===== config.mk =====
export PLATFORM = sky130hd
export DESIGN_NAME = fetch_stage_flat
export DESIGN_NICKNAME = d
export VERILOG_FILES = /design/src/rtl/fetch_stage_if.sv /design/src/rtl/fetch_stage.sv /design/src/flat_wrapper.sv
export SDC_FILE = /design/constraint.sdc
export NUM_CORES = 1
export LEC_CHECK = 0
export BUFFER_PORTS_ARGS = -buffer_cell sky130_fd_sc_hd__buf_2
export CORE_MARGIN = 2
export CORE_UTILIZATION = 53
export DETAILED_ROUTE_END_ITERATION = 16
export PLACE_DENSITY_LB_ADDON = 0.12
export REMOVE_ABC_BUFFERS = 1
export SLEW_MARGIN = 10
export SYNTH_ARGS = -nofsm -noshare
export SYNTH_HDL_FRONTEND = slang
export SYNTH_SLANG_ARGS = --single-unit

===== constraint.sdc =====
create_clock -name clk -period 5 [get_ports clk]
set_clock_uncertainty 0.15 [all_clocks]
set_input_delay 0 -clock clk [delete_from_list [all_inputs] [get_ports clk]]
set_output_delay 0 -clock clk [all_outputs]
set_load 0.01 [all_outputs]

===== src/rtl/fetch_stage_if.sv =====
// Fetch-stage bundle: hazard/redirect controls, instruction-memory bus and IF/ID outputs.
// Perf counter signals exist only when FETCH_PERF_EN is defined.
interface fetch_stage_if #(
    parameter int DATA_WIDTH = 32
);
    logic                  stall_f;
    logic                  stall_d;
    logic                  flush_d;
    logic                  pc_src_e;
    logic [DATA_WIDTH-1:0] pc_target_e;
    logic [DATA_WIDTH-1:0] imem_addr;
    logic [DATA_WIDTH-1:0] imem_rd;
    logic [DATA_WIDTH-1:0] instr_d;
    logic [DATA_WIDTH-1:0] pc_d;
    logic [DATA_WIDTH-1:0] pcplus4_d;
    logic                  valid_d;
    logic                  misalign_f;
`ifdef FETCH_PERF_EN
    logic [31:0]           fetch_count;
    logic [31:0]           stall_count;
`endif

    modport master (
`ifdef FETCH_PERF_EN
        output fetch_count,
        output stall_count,
`endif
        input  stall_f,
        input  stall_d,
        input  flush_d,
        input  pc_src_e,
        input  pc_target_e,
        input  imem_rd,
        output imem_addr,
        output instr_d,
        output pc_d,
        output pcplus4_d,
        output valid_d,
        output misalign_f
    );

    modport slave (
`ifdef FETCH_PERF_EN
        input  fetch_count,
        input  stall_count,
`endif
        output stall_f,
        output stall_d,
        output flush_d,
        output pc_src_e,
        output pc_target_e,
        output imem_rd,
        input  imem_addr,
        input  instr_d,
        input  pc_d,
        input  pcplus4_d,
        input  valid_d,
        input  misalign_f
    );
endinterface


===== src/rtl/fetch_stage.sv =====
// Instruction-fetch stage: PC register, imem addressing and the IF/ID pipeline register.
// Optional FETCH_PERF_EN adds saturating fetch/stall counters.
module fetch_stage #(
    parameter int                    DATA_WIDTH = 32,
    parameter logic [DATA_WIDTH-1:0] RESET_PC   = 32'h00000000,
    parameter logic [DATA_WIDTH-1:0] NOP_INSTR  = 32'h00000013
) (
    input  logic          clk,
    input  logic          rst,
    fetch_stage_if.master bus
);

    logic [DATA_WIDTH-1:0] pc_f;
    logic [DATA_WIDTH-1:0] pcplus4_f;
    logic [DATA_WIDTH-1:0] instr_d;
    logic [DATA_WIDTH-1:0] pc_d;
    logic [DATA_WIDTH-1:0] pcplus4_d;
    logic                  valid_d;
    logic                  misalign_f;
    logic                  bubble_d;
    logic                  load_d;

    assign pcplus4_f = pc_f + DATA_WIDTH'(4);
    // A redirect squashes the wrong-path word currently being fetched.
    assign bubble_d  = bus.flush_d | bus.pc_src_e;
    assign load_d    = ~bubble_d & ~bus.stall_d;

    // ---- IF stage: PC register and redirect ----
    always_ff @(posedge clk) begin
        if (!rst) begin
            pc_f       <= RESET_PC;
            misalign_f <= 1'b0;
        end else begin
            if (bus.pc_src_e)
                pc_f <= {bus.pc_target_e[DATA_WIDTH-1:2], 2'b00};
            else if (!bus.stall_f)
                pc_f <= pcplus4_f;
            misalign_f <= bus.pc_src_e & (bus.pc_target_e[1:0] != 2'b00);
        end
    end

    // ---- IF/ID boundary ----
    always_ff @(posedge clk) begin
        if (!rst || bubble_d) begin
            instr_d   <= NOP_INSTR;
            pc_d      <= '0;
            pcplus4_d <= '0;
            valid_d   <= 1'b0;
        end else if (load_d) begin
            instr_d   <= bus.imem_rd;
            pc_d      <= pc_f;
            pcplus4_d <= pcplus4_f;
            valid_d   <= 1'b1;
        end
    end

    assign bus.imem_addr  = pc_f;
    assign bus.instr_d    = instr_d;
    assign bus.pc_d       = pc_d;
    assign bus.pcplus4_d  = pcplus4_d;
    assign bus.valid_d    = valid_d;
    assign bus.misalign_f = misalign_f;

`ifdef FETCH_PERF_EN
    function automatic logic [31:0] sat_inc(input logic [31:0] v);
        return (&v) ? v : v + 32'd1;
    endfunction

    logic [31:0] fetch_count;
    logic [31:0] stall_count;

    always_ff @(posedge clk) begin
        if (!rst) begin
            fetch_count <= '0;
            stall_count <= '0;
        end else begin
            if (load_d)
                fetch_count <= sat_inc(fetch_count);
            if (bus.stall_f && !bus.pc_src_e)
                stall_count <= sat_inc(stall_count);
        end
    end

    assign bus.fetch_count = fetch_count;
    assign bus.stall_count = stall_count;
`endif

endmodule


===== src/flat_wrapper.sv =====
// flat-port wrapper written by rule: the top's interface ports become plain ports
module fetch_stage_flat 
#(
    parameter int                    DATA_WIDTH = 32,
    parameter logic [DATA_WIDTH-1:0] RESET_PC   = 32'h00000000,
    parameter logic [DATA_WIDTH-1:0] NOP_INSTR  = 32'h00000013
)
  (clk, rst, bus_stall_f, bus_stall_d, bus_flush_d, bus_pc_src_e, bus_pc_target_e, bus_imem_rd, bus_imem_addr, bus_instr_d, bus_pc_d, bus_pcplus4_d, bus_valid_d, bus_misalign_f);
  fetch_stage_if #(.DATA_WIDTH(DATA_WIDTH)) bus_i ();
  input  logic clk;
  input  logic rst;
  input wire logic [$bits(bus_i.stall_f)-1:0] bus_stall_f;
  input wire logic [$bits(bus_i.stall_d)-1:0] bus_stall_d;
  input wire logic [$bits(bus_i.flush_d)-1:0] bus_flush_d;
  input wire logic [$bits(bus_i.pc_src_e)-1:0] bus_pc_src_e;
  input wire logic [$bits(bus_i.pc_target_e)-1:0] bus_pc_target_e;
  input wire logic [$bits(bus_i.imem_rd)-1:0] bus_imem_rd;
  output wire logic [$bits(bus_i.imem_addr)-1:0] bus_imem_addr;
  output wire logic [$bits(bus_i.instr_d)-1:0] bus_instr_d;
  output wire logic [$bits(bus_i.pc_d)-1:0] bus_pc_d;
  output wire logic [$bits(bus_i.pcplus4_d)-1:0] bus_pcplus4_d;
  output wire logic [$bits(bus_i.valid_d)-1:0] bus_valid_d;
  output wire logic [$bits(bus_i.misalign_f)-1:0] bus_misalign_f;
  assign bus_i.stall_f = bus_stall_f;
  assign bus_i.stall_d = bus_stall_d;
  assign bus_i.flush_d = bus_flush_d;
  assign bus_i.pc_src_e = bus_pc_src_e;
  assign bus_i.pc_target_e = bus_pc_target_e;
  assign bus_i.imem_rd = bus_imem_rd;
  assign bus_imem_addr = bus_i.imem_addr;
  assign bus_instr_d = bus_i.instr_d;
  assign bus_pc_d = bus_i.pc_d;
  assign bus_pcplus4_d = bus_i.pcplus4_d;
  assign bus_valid_d = bus_i.valid_d;
  assign bus_misalign_f = bus_i.misalign_f;
  fetch_stage #(.DATA_WIDTH(DATA_WIDTH), .RESET_PC(RESET_PC), .NOP_INSTR(NOP_INSTR)) u_core (.clk(clk), .rst(rst), .bus(bus_i));
endmodule

Word level (Yosys, flattened, before mapping)
Index checks and enable logic that the tools add are counted.
{"block": "totals", "reg_bits": 130, "input_bits": 70, "output_inout_bits": 130, "wordCells": 21}
{"block": "classes", "n_addsub": 1, "n_eq_ne": 1, "n_mux": 2, "bitwise": 6, "n_reduce_logical": 4}
{"cell": "two-way mux 32 bit", "n": 2}
{"cell": "adder 32 x 3 -> 32 bit, second input constant", "n": 1}
{"cell": "inverter 1 bit", "n": 3}
{"cell": "AND 1 bit", "n": 2}
{"cell": "!= test 2 x 1 -> 1 bit, second input constant", "n": 1}
{"cell": "nonzero test 2 bit", "n": 1}
{"cell": "OR reduction 2 bit", "n": 1}
{"cell": "zero test 1 bit", "n": 1}
{"cell": "logical OR 1 bit", "n": 1}
{"cell": "bitwise OR 1 bit", "n": 1}

Depth between registers and ports, before layout
{"block": "logic_depth", "ltp_word": 3, "mapped_depth": 6, "depth_no_buf": 5}

Worst setup path before layout
No wires, ideal clock.
{"block": "synth_path", "path_type": "register to register", "startpoint": "register u_core.pc_f[3], in the netlist u_core.bus.imem_addr[3]", "endpoint": "register u_core.pcplus4_d[30], in the netlist u_core.bus.pcplus4_d[30]", "setup_time_ps": 74, "arrival_time_ps": 2232, "required_ps": 4776, "slack_ps": 2544, "stages_incl_launch_ff": 7, "path_buffers": 1, "path_cell_list": "dfxtp_1 ha_1 nand4_2 or4_1 buf_2 or4_1 a31oi_1"}
{"block": "synth_via", "elab_chain_cells": 1}
{"item": "start, declared", "line": "fetch_stage.sv:13", "source": "logic [DATA_WIDTH-1:0] pc_f;"}
{"item": "start signal, assigned", "line": "fetch_stage.sv:35", "source": "pc_f <= {bus.pc_target_e[DATA_WIDTH-1:2], 2'b00};"}
{"item": "start signal, assigned", "line": "fetch_stage.sv:37", "source": "pc_f <= pcplus4_f;"}
{"item": "adder 32 x 3 -> 32 bit", "line": "fetch_stage.sv:23", "source": "assign pcplus4_f = pc_f + DATA_WIDTH'(4);"}
{"item": "end signal, assigned", "line": "fetch_stage.sv:52", "source": "pcplus4_d <= pcplus4_f;"}
{"item": "end, declared", "line": "fetch_stage.sv:17", "source": "logic [DATA_WIDTH-1:0] pcplus4_d;"}
No other way between the ends.
A chain may end at the register's enable or synchronous reset.

Final worst setup path
{"block": "layout_path", "startpoint": "register u_core.pc_f[2], in the netlist u_core.bus.imem_addr[2]", "endpoint": "register u_core.pc_f[20], in the netlist u_core.bus.imem_addr[20]"}
{"block": "layout_via", "elab_chain_cells": 3}
{"item": "adder 32 x 3 -> 32 bit", "line": "fetch_stage.sv:23"}
{"item": "two-way mux 32 bit", "line": "fetch_stage.sv:36", "source": "else if (!bus.stall_f)"}
{"item": "two-way mux 32 bit", "line": "fetch_stage.sv:34", "source": "if (bus.pc_src_e)"}
No other way between the ends. The select of a mux whose other input is x is not followed.

==> impl_results.md <==
* DP HPWL at 10.4 mm
* CP arrival at 3.82 ns
* DR DRC count at 0
* Vias per cell at 6.08
* Antenna violations before repair at 0
* Via Count at 6028
* Final WL at 18.4 mm
* Clock transition at the registers of the reported paths at 0.06 ns
* Hold_ws at 0.0620 ns
* Worst path max stage delay at 0.80 ns
* Crit-path most repeated cell: or4_1
* Crit path cell chain: ha_1 > nand4_2 > or4_1 > or4_1 > a31oi_1 > dlygate4sd3_1
* Max IR drop VDD at 0.000205 V
* Number of enable flip-flop cells after synthesis at 0
* Synthesized area at 5450 um2
* Worst setup SP type: flop
* Core ar. at 10100 um2
* Clock sinks at 124
* DIE AREA at 11100 um2
* Fraction of layout instances using a drive strength above 1 at 34.0%
* Status: finished, final reports clean
* Post-synth top flop: dfxtp_1
* Initial core utilization at 53.8%
* ANT cells at 0
* Vias in the first global route at 6026
* Period utilization at 70.0%
* Final Max Slew Viols at 0
* Setup Crit Path Kind: reg -> reg
* Htree depth at 4
* I/O pin cnt at 200
* Total CTS buffers at 17
* DRT antenna net count at 0
* Seq cells post-synth at 124
* GRT Total Usage at 33.2%
* Skew-Pair Late Insertion Delay at 0.53 ns
* Setup_tns at 0 ns
* Nets@finish at 914
* Top post-synthesis cells by area: dfxtp_1, o221a_2, o21ai_0
* Worst hold path type: in -> reg
* CTS tree: done
* Pwr dens at 326 nW/um2
* Tot Pwr at 0.00262 W
* Drt pass-1 iters at 5
* Site Rows at 37
* Clock Root Buffer: clkbuf_8
* Commonest non-fill, non-tap cell in the layout: buf_2
* Final non-filler cell total at 992
* RSZ-0062 raised after global routing: no
* CP Capture Type: flop
* Placed cells at 848
* # Max-Cap Violations at 0
* Crit Path Max Fanout at 14
* Layout area overhead at 47.7%
* Fin. Hold Viols at 0
* Mean Syn Cell Area at 9.38 um2
* Yosys warning total at 0
* Wire length of the first global-routing pass at 29.7 mm
* Leakage at 3.44 nW
* Actual slew at the worst max-slew pin at 1.22 ns
* Yosys top cell area share at 45.5%
* Distinct cells, synth at 49
* Global placer's final weighted congestion at 0.825
* DRT iter0 DRCs at 463
* Final core utilization at 79.4%
* CTS max path bufs at 2
* Wire per inst at 18.5 um
* Final setup fails at 0
* Fill cell count at 656
* Gr ovfl total at 0
* Seq/Total Area, Yosys at 45.5%
* Post-CTS sizing at 0
* Die W at 105 um
* PortBufs at 193
* Cell count after synthesis at 581
* Die height at 105 um
* Area leader, netlist: dfxtp_1
* Minimum clock period at 3.50 ns
* Largest net degree at the start of global routing at 89
* Async SR Flop Fraction at 0%
* Worst path slowest cell: or4_1
* Crit path required time at 5.32 ns
* Most frequent cells in the layout: buf_2, dfxtp_1, dlygate4sd3_1, o21ai_0, o221a_2
* Fmax achieved at 0.286 GHz
* Relative slew margins at 18.5%
## critical path: cells and delay by family (launching register included)
family	cells	cell delay (ns)
simple gates	3	1.69
buf+inv	1	0.58
flops	1	0.51
fa+ha+maj	1	0.33
compound gates	1	0.18
## final cells by class
type                       count  area, um2  share of cell area, %
clock buffer                  18        428                   5.31
clock inverter                14        170                   2.11
inverter                       6       22.5                  0.280
multi-input combinational    385       2660                   33.1
sequential                   124       2480                   30.8
tap                          136        170                   2.11
timing repair buffer         309       2120                   26.3
## registers in the layout, indices dropped and copies added (netlist names)
register,count
u_core.bus.imem_addr,30
u_core.bus.pcplus4_d,30
u_core.bus.pc_d,30
u_core.bus.instr_d,32
u_core.bus.valid_d,1
u_core.bus.misalign_f,1
## worst paths after layout
check                           from  slack [ns]  depth (start not counted)                       end
max          u_core.bus.imem_addr[2]        1.50                          6  u_core.bus.imem_addr[20]
max reg2reg  u_core.bus.imem_addr[2]        1.50                          6  u_core.bus.imem_addr[20]
min reg2reg       u_core.bus.pc_d[2]        0.31                          2        u_core.bus.pc_d[2]
min                              rst        0.06                          2  u_core.bus.imem_addr[31]
## per-layer routing
| layer | share of wire [%] | vias up | GRT usage (%) |
|---|---|---|---|
| met2 | 49 | 308 | 56.2 |
| met3 | 7.6 | 46 | 8.29 |
| met5 | 0 | - | 0 |
| met4 | 3.1 | 0 | 16.1 |
| met1 | 40 | 2894 | 39.2 |
| li1 | - | 2780 | - |
## synthesized netlist by cell type, types with 4 or more instances
master and number:
buf_4 9, nand4_1 10, a221o_1 4, nor4_1 10
nor3_1 10, dfxtp_1 124, nand2_1 29, clkbuf_1 51
a31oi_1 22, o221a_2 55, and3_1 4, inv_1 4
xor2_1 5, xnor2_1 16, o21ai_0 63, and4_1 9
a21oi_1 28, buf_2 7, or4_1 19, nand3_1 14
o211a_1 8, nor2_1 11, o31ai_1 15, or3_1 14
o31a_1 4
## timing repair
action / in CTS / in global routing
buffers inserted: 0 / 0
endpoints found under the hold margin: 92 / 0
hold buffers: 112 / 0
## power by group
group | internal [W] | switching [W] | total [W]
clock | 0.000773 | 0.000476 | 0.00125
sequential | 0.00103 | 0.0000533 | 0.00108
combinational | 0.000153 | 0.000142 | 0.000295
total | 0.00195 | 0.000671 | 0.00262
## logic make-up after synthesis
logic type                 synth area share, %
AOI/OAI and AO/OA                         29.3
and+or+nand+nor                           15.2
DFF                                       45.5
buffers and inverters                     6.11
xor gates and xnor gates                  3.37
adders and majority gates                0.230
other                                   0.0688
muxes                                    0.184
## per-stage QoR
step	setup slack [ns]	instance area, um2
final	1.50	8050
after global routing	1.37	8050
after CTS	1.56	8050
after detailed placement	2.04	6330
after global placement	2.20	6330
after floorplan	2.35	5160
Power figures use the tool's default switching activity.
